$ cat src/rtl/controller_reader_if.sv
// Bus bundle between the CPU-side read mux / controller pads and the
// controller_reader block. The slave modport is the reader itself; the
// master modport is everything around it (CPU, address decoder, pads).
interface controller_reader_if;
    // Poll request / status
    logic       start;
    logic       busy;

    // CPU read window
    logic       SELECT_controller;
    logic       cpu_address_lsb;
    logic       write_enable;
    logic [7:0] data_out;
    logic       data_out_enable;

    // Pad-side serial lines
    logic       ctrl_latch;
    logic       ctrl_clk;
    logic       ctrl_data_1;
    logic       ctrl_data_2;

    modport slave (
        input  start,
        input  SELECT_controller,
        input  cpu_address_lsb,
        input  write_enable,
        input  ctrl_data_1,
        input  ctrl_data_2,
        output busy,
        output data_out,
        output data_out_enable,
        output ctrl_latch,
        output ctrl_clk
    );

    modport master (
        output start,
        output SELECT_controller,
        output cpu_address_lsb,
        output write_enable,
        output ctrl_data_1,
        output ctrl_data_2,
        input  busy,
        input  data_out,
        input  data_out_enable,
        input  ctrl_latch,
        input  ctrl_clk
    );
endinterface

$ cat src/rtl/controller_reader.sv
// controller_reader: polls two NES-style pads once per start pulse.
// Drives the shared latch/clock lines, shifts in eight active-low button
// bits from each pad (A first into bit 0, Right last into bit 7), then
// commits both bytes in one cycle so the CPU never reads a half-shifted
// value. The CPU read path is purely combinational.
module controller_reader #(
    parameter int HALF_PERIOD = 76   // cycles per latch pulse / clock half-phase, 4..255
) (
    input  logic                 clk_12_5875,
    input  logic                 rst_B,
    controller_reader_if.slave   bus
);

    localparam int               CNT_W    = $clog2(HALF_PERIOD);
    localparam logic [CNT_W-1:0] CNT_LOAD = CNT_W'(HALF_PERIOD - 1);

    typedef enum logic [2:0] {
        IDLE,
        LATCH,
        LOW,
        HIGH,
        COMMIT
    } state_t;

    state_t           state, next_state;
    logic [CNT_W-1:0] cnt, cnt_next;
    logic [2:0]       bit_idx, bit_idx_next;

    logic [1:0]       sync_1, sync_2;
    logic [7:0]       shift_1, shift_2;
    logic [7:0]       pad1_reg, pad2_reg;

    logic             sample;     // last cycle of LOW: capture one bit per pad
    logic             commit;     // COMMIT cycle: publish both bytes
    logic             cnt_zero;

    logic             latch_q, clk_q, busy_q;

    // Two-flop synchronizers for the asynchronous pad data lines.
    // NOTE: these reset to 1 (the idle level of an active-low line) so a
    // reset never looks like a pressed button; every flop in this block has
    // an explicit reset value, including the shift registers.
    always_ff @(posedge clk_12_5875 or negedge rst_B) begin
        if (!rst_B) begin
            sync_1 <= 2'b11;
            sync_2 <= 2'b11;
        end else begin
            // NOTE: non-blocking assignments keep each flop reading the
            // previous-cycle value of its neighbour, which is what makes
            // this a two-stage chain rather than a single wire.
            sync_1 <= {sync_1[0], bus.ctrl_data_1};
            sync_2 <= {sync_2[0], bus.ctrl_data_2};
        end
    end

    // State, phase counter and bit index registers.
    always_ff @(posedge clk_12_5875 or negedge rst_B) begin
        if (!rst_B) begin
            state   <= IDLE;
            cnt     <= '0;
            bit_idx <= '0;
        end else begin
            state   <= next_state;
            cnt     <= cnt_next;
            bit_idx <= bit_idx_next;
        end
    end

    assign cnt_zero = (cnt == '0);

    // Next-state logic: each timed phase counts down from HALF_PERIOD-1.
    always_comb begin
        // NOTE: every variable written here gets a default first, so no path
        // through the case leaves one unassigned and no latch is inferred.
        next_state   = state;
        cnt_next     = cnt;
        bit_idx_next = bit_idx;
        sample       = 1'b0;
        commit       = 1'b0;

        unique case (state)
            IDLE: begin
                if (bus.start) begin
                    next_state   = LATCH;
                    cnt_next     = CNT_LOAD;
                    bit_idx_next = 3'd0;
                end
            end

            LATCH: begin
                if (cnt_zero) begin
                    next_state = LOW;
                    cnt_next   = CNT_LOAD;
                end else begin
                    cnt_next = cnt - 1'b1;
                end
            end

            LOW: begin
                if (cnt_zero) begin
                    sample   = 1'b1;
                    cnt_next = CNT_LOAD;
                    if (bit_idx == 3'd7) begin
                        // Eighth bit captured: no trailing clock pulse.
                        next_state = COMMIT;
                    end else begin
                        next_state   = HIGH;
                        bit_idx_next = bit_idx + 3'd1;
                    end
                end else begin
                    cnt_next = cnt - 1'b1;
                end
            end

            HIGH: begin
                if (cnt_zero) begin
                    next_state = LOW;
                    cnt_next   = CNT_LOAD;
                end else begin
                    cnt_next = cnt - 1'b1;
                end
            end

            COMMIT: begin
                // start is deliberately not looked at here: no queued polls.
                commit     = 1'b1;
                next_state = IDLE;
            end

            default: begin
                next_state = IDLE;
            end
        endcase
    end

    // Shift registers: invert the active-low pad data so pressed reads as 1.
    always_ff @(posedge clk_12_5875 or negedge rst_B) begin
        if (!rst_B) begin
            shift_1 <= 8'h00;
            shift_2 <= 8'h00;
        end else if (sample) begin
            shift_1[bit_idx] <= ~sync_1[1];
            shift_2[bit_idx] <= ~sync_2[1];
        end
    end

    // Committed button bytes: updated together, only in COMMIT.
    always_ff @(posedge clk_12_5875 or negedge rst_B) begin
        if (!rst_B) begin
            pad1_reg <= 8'h00;
            pad2_reg <= 8'h00;
        end else if (commit) begin
            pad1_reg <= shift_1;
            pad2_reg <= shift_2;
        end
    end

    // Registered pad-line and status outputs, decoded from the next state so
    // they change on the same edge as the state register without glitches.
    always_ff @(posedge clk_12_5875 or negedge rst_B) begin
        if (!rst_B) begin
            latch_q <= 1'b0;
            clk_q   <= 1'b0;
            busy_q  <= 1'b0;
        end else begin
            latch_q <= (next_state == LATCH);
            clk_q   <= (next_state == HIGH);
            busy_q  <= (next_state != IDLE);
        end
    end

    assign bus.ctrl_latch = latch_q;
    assign bus.ctrl_clk   = clk_q;
    assign bus.busy       = busy_q;

    // Combinational CPU read path; writes to the window are simply ignored.
    always_comb begin
        bus.data_out_enable = bus.SELECT_controller & ~bus.write_enable;
        if (bus.data_out_enable) begin
            bus.data_out = bus.cpu_address_lsb ? pad2_reg : pad1_reg;
        end else begin
            bus.data_out = 8'h00;
        end
    end

endmodule

$ cat src/flat_wrapper.sv
// flat-port wrapper written by rule: the top's interface ports become plain ports
module controller_reader_flat 
#(
    parameter int HALF_PERIOD = 76                                                       
)
  (clk_12_5875, rst_B, bus_start, bus_SELECT_controller, bus_cpu_address_lsb, bus_write_enable, bus_ctrl_data_1, bus_ctrl_data_2, bus_busy, bus_data_out, bus_data_out_enable, bus_ctrl_latch, bus_ctrl_clk);
  controller_reader_if bus_i ();
  input  logic clk_12_5875;
  input  logic rst_B;
  input wire logic [$bits(bus_i.start)-1:0] bus_start;
  input wire logic [$bits(bus_i.SELECT_controller)-1:0] bus_SELECT_controller;
  input wire logic [$bits(bus_i.cpu_address_lsb)-1:0] bus_cpu_address_lsb;
  input wire logic [$bits(bus_i.write_enable)-1:0] bus_write_enable;
  input wire logic [$bits(bus_i.ctrl_data_1)-1:0] bus_ctrl_data_1;
  input wire logic [$bits(bus_i.ctrl_data_2)-1:0] bus_ctrl_data_2;
  output wire logic [$bits(bus_i.busy)-1:0] bus_busy;
  output wire logic [$bits(bus_i.data_out)-1:0] bus_data_out;
  output wire logic [$bits(bus_i.data_out_enable)-1:0] bus_data_out_enable;
  output wire logic [$bits(bus_i.ctrl_latch)-1:0] bus_ctrl_latch;
  output wire logic [$bits(bus_i.ctrl_clk)-1:0] bus_ctrl_clk;
  assign bus_i.start = bus_start;
  assign bus_i.SELECT_controller = bus_SELECT_controller;
  assign bus_i.cpu_address_lsb = bus_cpu_address_lsb;
  assign bus_i.write_enable = bus_write_enable;
  assign bus_i.ctrl_data_1 = bus_ctrl_data_1;
  assign bus_i.ctrl_data_2 = bus_ctrl_data_2;
  assign bus_busy = bus_i.busy;
  assign bus_data_out = bus_i.data_out;
  assign bus_data_out_enable = bus_i.data_out_enable;
  assign bus_ctrl_latch = bus_i.ctrl_latch;
  assign bus_ctrl_clk = bus_i.ctrl_clk;
  controller_reader #(.HALF_PERIOD(HALF_PERIOD)) u_core (.clk_12_5875(clk_12_5875), .rst_B(rst_B), .bus(bus_i));
endmodule
$ cat config.mk
export PLATFORM = sky130hd
export DESIGN_NAME = controller_reader_flat
export DESIGN_NICKNAME = d
export VERILOG_FILES = /design/src/rtl/controller_reader_if.sv /design/src/rtl/controller_reader.sv /design/src/flat_wrapper.sv
export SDC_FILE = /design/constraint.sdc
export NUM_CORES = 1
export LEC_CHECK = 0
export ABC_CLOCK_PERIOD_IN_PS = 3900
export CAP_MARGIN = 20
export CORE_MARGIN = 2
export CORE_UTILIZATION = 40
export CTS_BUF_LIST = sky130_fd_sc_hd__clkbuf_4 sky130_fd_sc_hd__clkbuf_8
export CTS_CLUSTER_SIZE = 10
export DETAILED_ROUTE_END_ITERATION = 10
export DONT_BUFFER_PORTS = 1
export PLACE_DENSITY_LB_ADDON = 0.05
export SYNTH_ARGS = -nofsm -noshare
export SYNTH_HDL_FRONTEND = slang
export SYNTH_SLANG_ARGS = --single-unit
export TNS_END_PERCENT = 50
$ cat constraint.sdc
create_clock -name clk_12_5875 -period 3.9 [get_ports clk_12_5875]
set_clock_uncertainty 0.2 [all_clocks]
set_input_delay 1.17 -clock clk_12_5875 [delete_from_list [all_inputs] [get_ports clk_12_5875]]
set_output_delay 1.17 -clock clk_12_5875 [all_outputs]
set_load 0.1 [all_outputs]
# After elaboration in Yosys (flattened, before gate mapping)
# Cells that the tools add are included.
totals:
  reg_bits: 52
  latchBits: 0
  mem_bits_rw: 0
  romBits: 0
  input_bits: 8
  output_inout_bits: 12
  memories: 0
classes:
  n_addsub: 2
  mul: 0
  div_mod_pow: 0
  magnitude_cmp: 2
  eq_ne: 10
  shift: 0
  n_mux: 21
  bitwise_logic: 4
  n_reduce_logical: 10
ops:
  columns: ["op", "n"]
  rows:
  - ["$mux 3", 7]
  - ["$bwmux 8", 2]
  - ["$mux 8", 2]
  - ["$mux 7", 2]
  - ["$pmux 7 s2", 1]
  - ["$eq 3x2->1 const B", 3]
  - ["$pmux 3 s3", 1]
  - ["$logic_not 7->1", 1]
  - ["$sub 7x1->7 const B", 1]
  - ["$eq 3x1->1 const B", 2]
  - ["$eq 3x3->1 const B", 2]
  - ["$pmux 3 s2", 1]
  - ["$lt 3x4->1 const B", 1]
  - ["$mux 1", 4]
  - ["$ne 2x2->1 const B", 2]
  - ["$reduce_and 4->1", 1]
  - ["$reduce_bool 2->1", 2]
  - ["$add 3x1->3 const B", 1]
  - ["$demux 1 s3", 1]
  - ["$ge 3x1->1 const B", 1]
  - ["$logic_not 3->1", 1]
  - ["$not 1->1", 3]
  - ["$reduce_bool 3->1", 1]
  - ["$reduce_or 3->1", 1]
  - ["other kinds (5)", 5]

# Longest topological paths before layout
# Gate-level depths: netlist (run 1).
logic_depth:
  word_depth: 5
  ltp_mapped: 6
  mapped_depth_nobuf: 5

# Worst setup path before layout (run 1)
# Ideal clock, no wire load.
synth_timing:
  path_kind: "in2out"
  from: "in bus_cpu_address_lsb"
  to: "out bus_data_out[0]"
  t_arrival_ns: 2.923
  setup_slack_ns: -0.393
  cell_stages: 3
  path_cell_list: "clkbuf_1 > mux2i_1 > nor2_1"
synth_via:
  elab_chain_cells: 2
synth_rtl:
  columns: ["item", "line_no", "rtl"]
  rows:
  - ["start: declaration", "flat_wrapper.sv:12", "input wire logic [$bits(bus_i.cpu_address_lsb)-1:0] bus_cpu_address_lsb;"]
  - ["$mux 8", "controller_reader.sv:180", "bus.data_out = bus.cpu_address_lsb ? pad2_reg : pad1_reg;"]
  - ["$mux 8", "controller_reader.sv:179", "if (bus.data_out_enable) begin"]
  - ["end: declaration", "flat_wrapper.sv:17", "output wire logic [$bits(bus_i.data_out)-1:0] bus_data_out;"]
# No other way between the ends.

# Final worst setup path (run 1)
layout_timing:
  from: "in bus_write_enable"
  to: "out bus_data_out[3]"
layout_via:
  elab_chain_cells: 3
layout_rtl:
  columns: ["item", "line_no", "rtl"]
  rows:
  - ["start: declaration", "flat_wrapper.sv:13", "input wire logic [$bits(bus_i.write_enable)-1:0] bus_write_enable;"]
  - ["$not 1->1", "controller_reader.sv:178", "bus.data_out_enable = bus.SELECT_controller & ~bus.write_enable;"]
  - ["$and 1x1->1", "controller_reader.sv:178", null]
  - ["$mux 8", "controller_reader.sv:179", null]
# No other way between the ends.

==> results.yml, run 1 <==
power:
  ir_drop_v: 0.000273
  power.density_nw_per_um2: 542
  leakagePower_nw: 1.31
worst_setup_path:
  critPathKind: "input port to primary output"
  crit_fanout: 9
  cp.required_ns: 2.53
  critPathCaptureType: "primary output"
  cp.arrival_ns: 2.06
  cp-start-kind: "input port"
placement:
  dpl_cell_area_um2: 2680
  pre_cts_ws_ns: 0.442
  place_congestion: 0.806
  dp.final_hpwl_um: 3330
  place_inst: 293
  port_buffers: 0
cells_and_area:
  fin_cells: 301
  stdcell_area_um2: 2790
  drive_gt1_frac: 0.263
  syn_to_final_growth_pct: 8.51
  fin_nets: 235
  diodes: 0
clocking:
  tritoncts: "built"
  htree_levels: 2
  cts_buffers: 5
  clock_tree.buffer_depth: 2
  ctsHoldBuffers: 0
  clkTransAtPathRegs_ns: 0.10
  cts_root_buf: "clkbuf_8"
  worstSkewPairLatency_ns: 0.30
  cts_resized: 0
  post_cts_buffers: 0
  cts.sinks: 52
yosys:
  ys_seq_area_frac: 0.508
  synth-simple-area-share: 0.166
  synth_top_area_share: 0.467
  synth_top_family_by_area: "multiplexers"
  synth_fa_ha_area_frac: 0.0194
  ys_top_cells_by_area: "dfrtp_1 (47%), mux2i_1 (11%), mux2_2 (7.4%), dfstp_2 (4.1%), inv_1 (3.5%)"
  synth.area.mux_share: 0.179
  synth_common_cells: "dfrtp_1 (48), mux2i_1 (27), inv_1 (24)"
  yosysTopAreaCell: "dfrtp_1"
  async_reset_ff_frac: 1.00
  synthFlopType: "dfrtp_1"
  syn_inst: 220
  synth_xor_area_frac: 0
  ys_warn_count: 0
  yosysMostFrequentCell: "dfrtp_1"
  synth-edff-count: 0
  avgSynthCellArea_um2: 11.7
  synth_nets: 232
  synth_compound_area_frac: 0.0583
  ys_types: 48
  yosys_register_bits: 52
  synth_area_um2: 2570
detailed_routing:
  drt_iter0_markers: 56
  routed_wl_um: 4810
  vias: 1647
  avgRoutedWirePerCell_um: 16.0
  viasPerCell: 5.47
  postRouteAntennaNets: 0
  drtPass1Iterations: 4
  route.met3.wl_um: 196
  routedLengthMet1_um: 2130
  drc: 0
  routed.top_layer: "met4"
  dr_wl_met2_um: 2430
sta:
  relSlewSlack: 0.413
  timing.fmax_mhz: 291
  tns_ns: 0
  whs_ns: 0.161
  min_period_over_period: 0.881
  setup_viol: 0
  setup_ws_ns: 0.465
  worst-slew-pin-transition_ns: 0.881
  rsz0062_at_grt: "false"
  finalCriticalPeriod_ns: 3.43
  drv_slew: 0
  hold_violations: 0
floorplanning:
  die_width_um: 84.2
  die_h_um: 84.2
  ios: 20
  initial_core_util: 0.410
  row_count: 29
  dieArea_um2: 7090
  core-area_um2: 6280
hold_path:
  hold_class: "flip-flop to flip-flop"
grt:
  grt_pass1_wl_um: 8500
  grt-ovfl-total: 0
  grt_max_degree: 53
  grt_pass1_vias: 1723
  antenna_found_initial: 0
  grt_usage: 0.149
run:
  maxCapViolations: 0
run_status:
  outcome: "finished clean"
[layer usage]
layer | vias to the layer above | GRT usage
met2 | 37 | 0.253
met3 | 6 | 0.0354
met4 | 0 | 0.0411
met5 | - | 0
li1 | 779 | -
met1 | 825 | 0.192
[through the flow]
stage	total power (W)	utilization
floorplan	0.00108	-
global route	0.00162	0.445
global placement	0.00113	0.426
finish	0.00151	0.445
detailed placement	0.00115	0.426
CTS	0.00153	0.445
[area by class of cell]
type                    instances  area (µm²)
inverters                      24        90.1
clock inverters                 3        47.5
clock buffers                   5        68.8
flip-flops and latches         52        1310
well taps                      77        96.3
multi-input cells             130        1110
fillers                       598        3480
repair buffers                 10        75.1
[kinds of logic (layout without fill, tap and decap cells)]
family / after synthesis / after routing
and+or+nand+nor: 61 / 61
adders and majority gates: 4 / 4
buffers and inverters: 38 / 42
muxes: 44 / 44
AOI/OAI and AO/OA: 21 / 21
DFF: 52 / 52
[power by group]
group | switching, W | leakage, nW | internal, W | total (W)
clock network | 0.000177 | 0.0583 | 0.000193 | 0.000371
registers | 0.000210 | 0.672 | 0.000610 | 0.000820
logic | 0.000168 | 0.582 | 0.000154 | 0.000323
[final timing paths]
| check | startpoint | endpoint | slack [ns] | cells past startpoint |
|---|---|---|---|---|
| max | bus_write_enable | bus_data_out[3] | 0.47 | 3 |
| min | u_core.sync_1[0]$_DFF_PN1_ | u_core.sync_1[1]$_DFF_PN1_ | 0.16 | 0 |
| max reg2reg | u_core.bit_idx[0]$_DFFE_PN0P_ | u_core.bit_idx[0]$_DFFE_PN0P_ | 1.66 | 5 |
| min reg2reg | u_core.sync_1[0]$_DFF_PN1_ | u_core.sync_1[1]$_DFF_PN1_ | 0.16 | 0 |
| max in group asynchronous | rst_B | u_core.sync_1[0]$_DFF_PN1_ | 2.97 | 0 |
| min in group asynchronous | rst_B | u_core.bus.busy$_DFF_PN0_ | 0.35 | 0 |
[placed cells by master, fill, tap and decap left out, drive strengths merged, types with 2 or more instances in the layout]
cell type / count
a21oi: 2
and3: 2
buf: 10
clkbuf: 5
clkinv: 2
dfrtp: 48
dfstp: 4
ha: 4
inv: 24
mux2: 17
mux2i: 27
nand2: 3
nand2b: 3
nand3: 7
nand3b: 2
nand4: 5
nor2: 14
nor3: 3
nor3b: 3
nor4: 5
o21ai: 5
o22ai: 3
or2: 2
or3b: 2
or4: 2
or4b: 2
[worst max-delay path, cell delays in order]
cell and delay (ns):
nand2b_1 0.38, nor2_2 0.21, buf_4 0.30
No activity file was read; power rests on OpenSTA's default activity.
==> run 2, diff against run 1 <==
CORE_UTILIZATION = 45   (was 40)
CTS_CLUSTER_SIZE = unset   (was 10)
==> run 2 against run 1 <==
Against the previous run:
- fmax grew 0.35%
- global-route usage grew 2.2 points
- register-to-register slack is essentially flat
- via count shrank 0.85%
- sequential cell count is the same
- total power shrank 0.91%
- first-iteration DRC count grew 54%
- critical path depth is the same
- clock power shrank 2%
- cell area shrank 0.40%
- wire length shrank 3.1%
- largest power group unchanged
==> results.yml, run 2 (synthesis results as in run 1) <==
hold_path:
  hold_class: "flip-flop to flip-flop"
clocking:
  post_cts_buffers: 0
  worstSkewPairLatency_ns: 0.30
  clock_tree.buffer_depth: 2
  clkTransAtPathRegs_ns: 0.08
  tritoncts: "built"
  htree_levels: 2
  cts_buffers: 5
  cts_resized: 0
  cts_root_buf: "clkbuf_8"
  cts.sinks: 52
  ctsHoldBuffers: 0
cells_and_area:
  stdcell_area_um2: 2780
  diodes: 0
  fin_nets: 235
  n_fill_cell: 500
  syn_to_final_growth_pct: 8.07
  drive_gt1_frac: 0.263
  layout_commonest_cell: "dfrtp_1"
  mostFrequentLayoutCells: "dfrtp_1 (48), mux2i_1 (27), inv_1 (24)"
  fin_cells: 296
detailed_routing:
  routed_wl_um: 4660
  drc: 0
  drtPass1Iterations: 4
  vias: 1633
  viasPerCell: 5.52
  avgRoutedWirePerCell_um: 15.7
  drt_iter0_markers: 86
  postRouteAntennaNets: 0
worst_setup_path:
  cp-start-kind: "input port"
  cp.arrival_ns: 2.05
  critPathCaptureType: "primary output"
  critPathSlowestCell: "nand2b_1"
  crit_fanout: 9
  path_buf_inv: 1
  path_cells: "nand2b_1 -> nor2_2 -> buf_4"
  critPathKind: "input port to primary output"
  cpPeakStageDelay_ns: 0.37
  crit_family: "simple AND/OR/NAND/NOR gates"
  cp.required_ns: 2.53
power:
  power.total_w: 0.00150
  leakagePower_nw: 1.31
  power.density_nw_per_um2: 539
  ir_drop_v: 0.000391
grt:
  antenna_found_initial: 0
  grt_pass1_vias: 1737
  grt_max_degree: 53
  grt_pass1_wl_um: 8470
  grt_usage: 0.171
  grt-ovfl-total: 0
floorplanning:
  core-area_um2: 5510
  ios: 20
  die_width_um: 79.6
  die_h_um: 79.6
  dieArea_um2: 6340
  initial_core_util: 0.467
  row_count: 27
sta:
  hold_violations: 0
  setup_ws_ns: 0.477
  relSlewSlack: 0.424
  min_period_over_period: 0.878
  drv_slew: 0
  rsz0062_at_grt: "false"
  timing.fmax_mhz: 292
  worst-slew-pin-transition_ns: 0.864
  finalCriticalPeriod_ns: 3.42
  setup_viol: 0
placement:
  place_inst: 288
  dpl_cell_area_um2: 2670
  place_congestion: 0.769
  pre_cts_ws_ns: 0.444
  dp.final_hpwl_um: 3270
  port_buffers: 0
run:
  maxCapViolations: 0
run_status:
  outcome: "finished clean"
[run 2: cell count changes in the layout (fill, tap and decap cells not counted), sizes merged]
cell    previous run  this run
clkbuf             5         6
clkinv             2         1
[run 2: power breakdown]
| part | leakage, nW | total, W | internal [W] | switching (W) |
|---|---|---|---|---|
| combinational | 0.582 | 0.000319 | 0.000152 | 0.000167 |
| sequential | 0.672 | 0.000817 | 0.000611 | 0.000207 |
| clock | 0.0586 | 0.000363 | 0.000197 | 0.000166 |
| total | 1.31 | 0.00150 | 0.000961 | 0.000539 |
[run 2: final timing paths]
kind	startpoint	to	slack (ns)	cells past startpoint
setup / recovery	bus_write_enable	bus_data_out[4]	0.48	3
hold / removal	u_core.sync_1[0]$_DFF_PN1_	u_core.sync_1[1]$_DFF_PN1_	0.16	0
setup reg to reg	u_core.bit_idx[0]$_DFFE_PN0P_	u_core.bit_idx[0]$_DFFE_PN0P_	1.67	5
hold reg to reg	u_core.sync_1[0]$_DFF_PN1_	u_core.sync_1[1]$_DFF_PN1_	0.16	0
max in group asynchronous	rst_B	u_core.sync_2[1]$_DFF_PN1_	2.96	0
min in group asynchronous	rst_B	u_core.bus.ctrl_clk$_DFF_PN0_	0.35	0
[run 2: cell type report]
type,instances,area [µm²],area share
inverters,24,90.1,0.0324
well taps,72,90.1,0.0324
clock buffers,6,76.3,0.0274
flip-flops and latches,52,1310,0.470
repair buffers,10,75.1,0.0270
clock inverters,2,35.0,0.0126
multi-input cells,130,1110,0.399
[run 2: worst reg2reg max path: cells and delay by family (launching register included)]
kind / cells / cell delay [ns]
fa+ha+maj: 2 / 0.53
flops: 1 / 0.59
mux: 1 / 0.18
simple gates: 2 / 0.59
[run 2: through the flow]
| stage | hold slack (ns) | setup TNS, ns | utilization |
|---|---|---|---|
| floorplan | 0.145 | -1.57 | - |
| global placement | 0.147 | 0 | 0.485 |
| detailed placement | 0.148 | 0 | 0.485 |
| CTS | 0.161 | 0 | 0.505 |
| global route | 0.164 | 0 | 0.505 |
| finish | 0.159 | 0 | 0.505 |
[run 2: per-layer routing]
layer  part of all wire  global-route usage  vias to the layer above
met1               0.48               0.240                      822
met2               0.48               0.268                       25
met5                  0                   0                        -
li1                   -                   -                      780
met3              0.033              0.0396                        6
met4              0.012              0.0448                        0
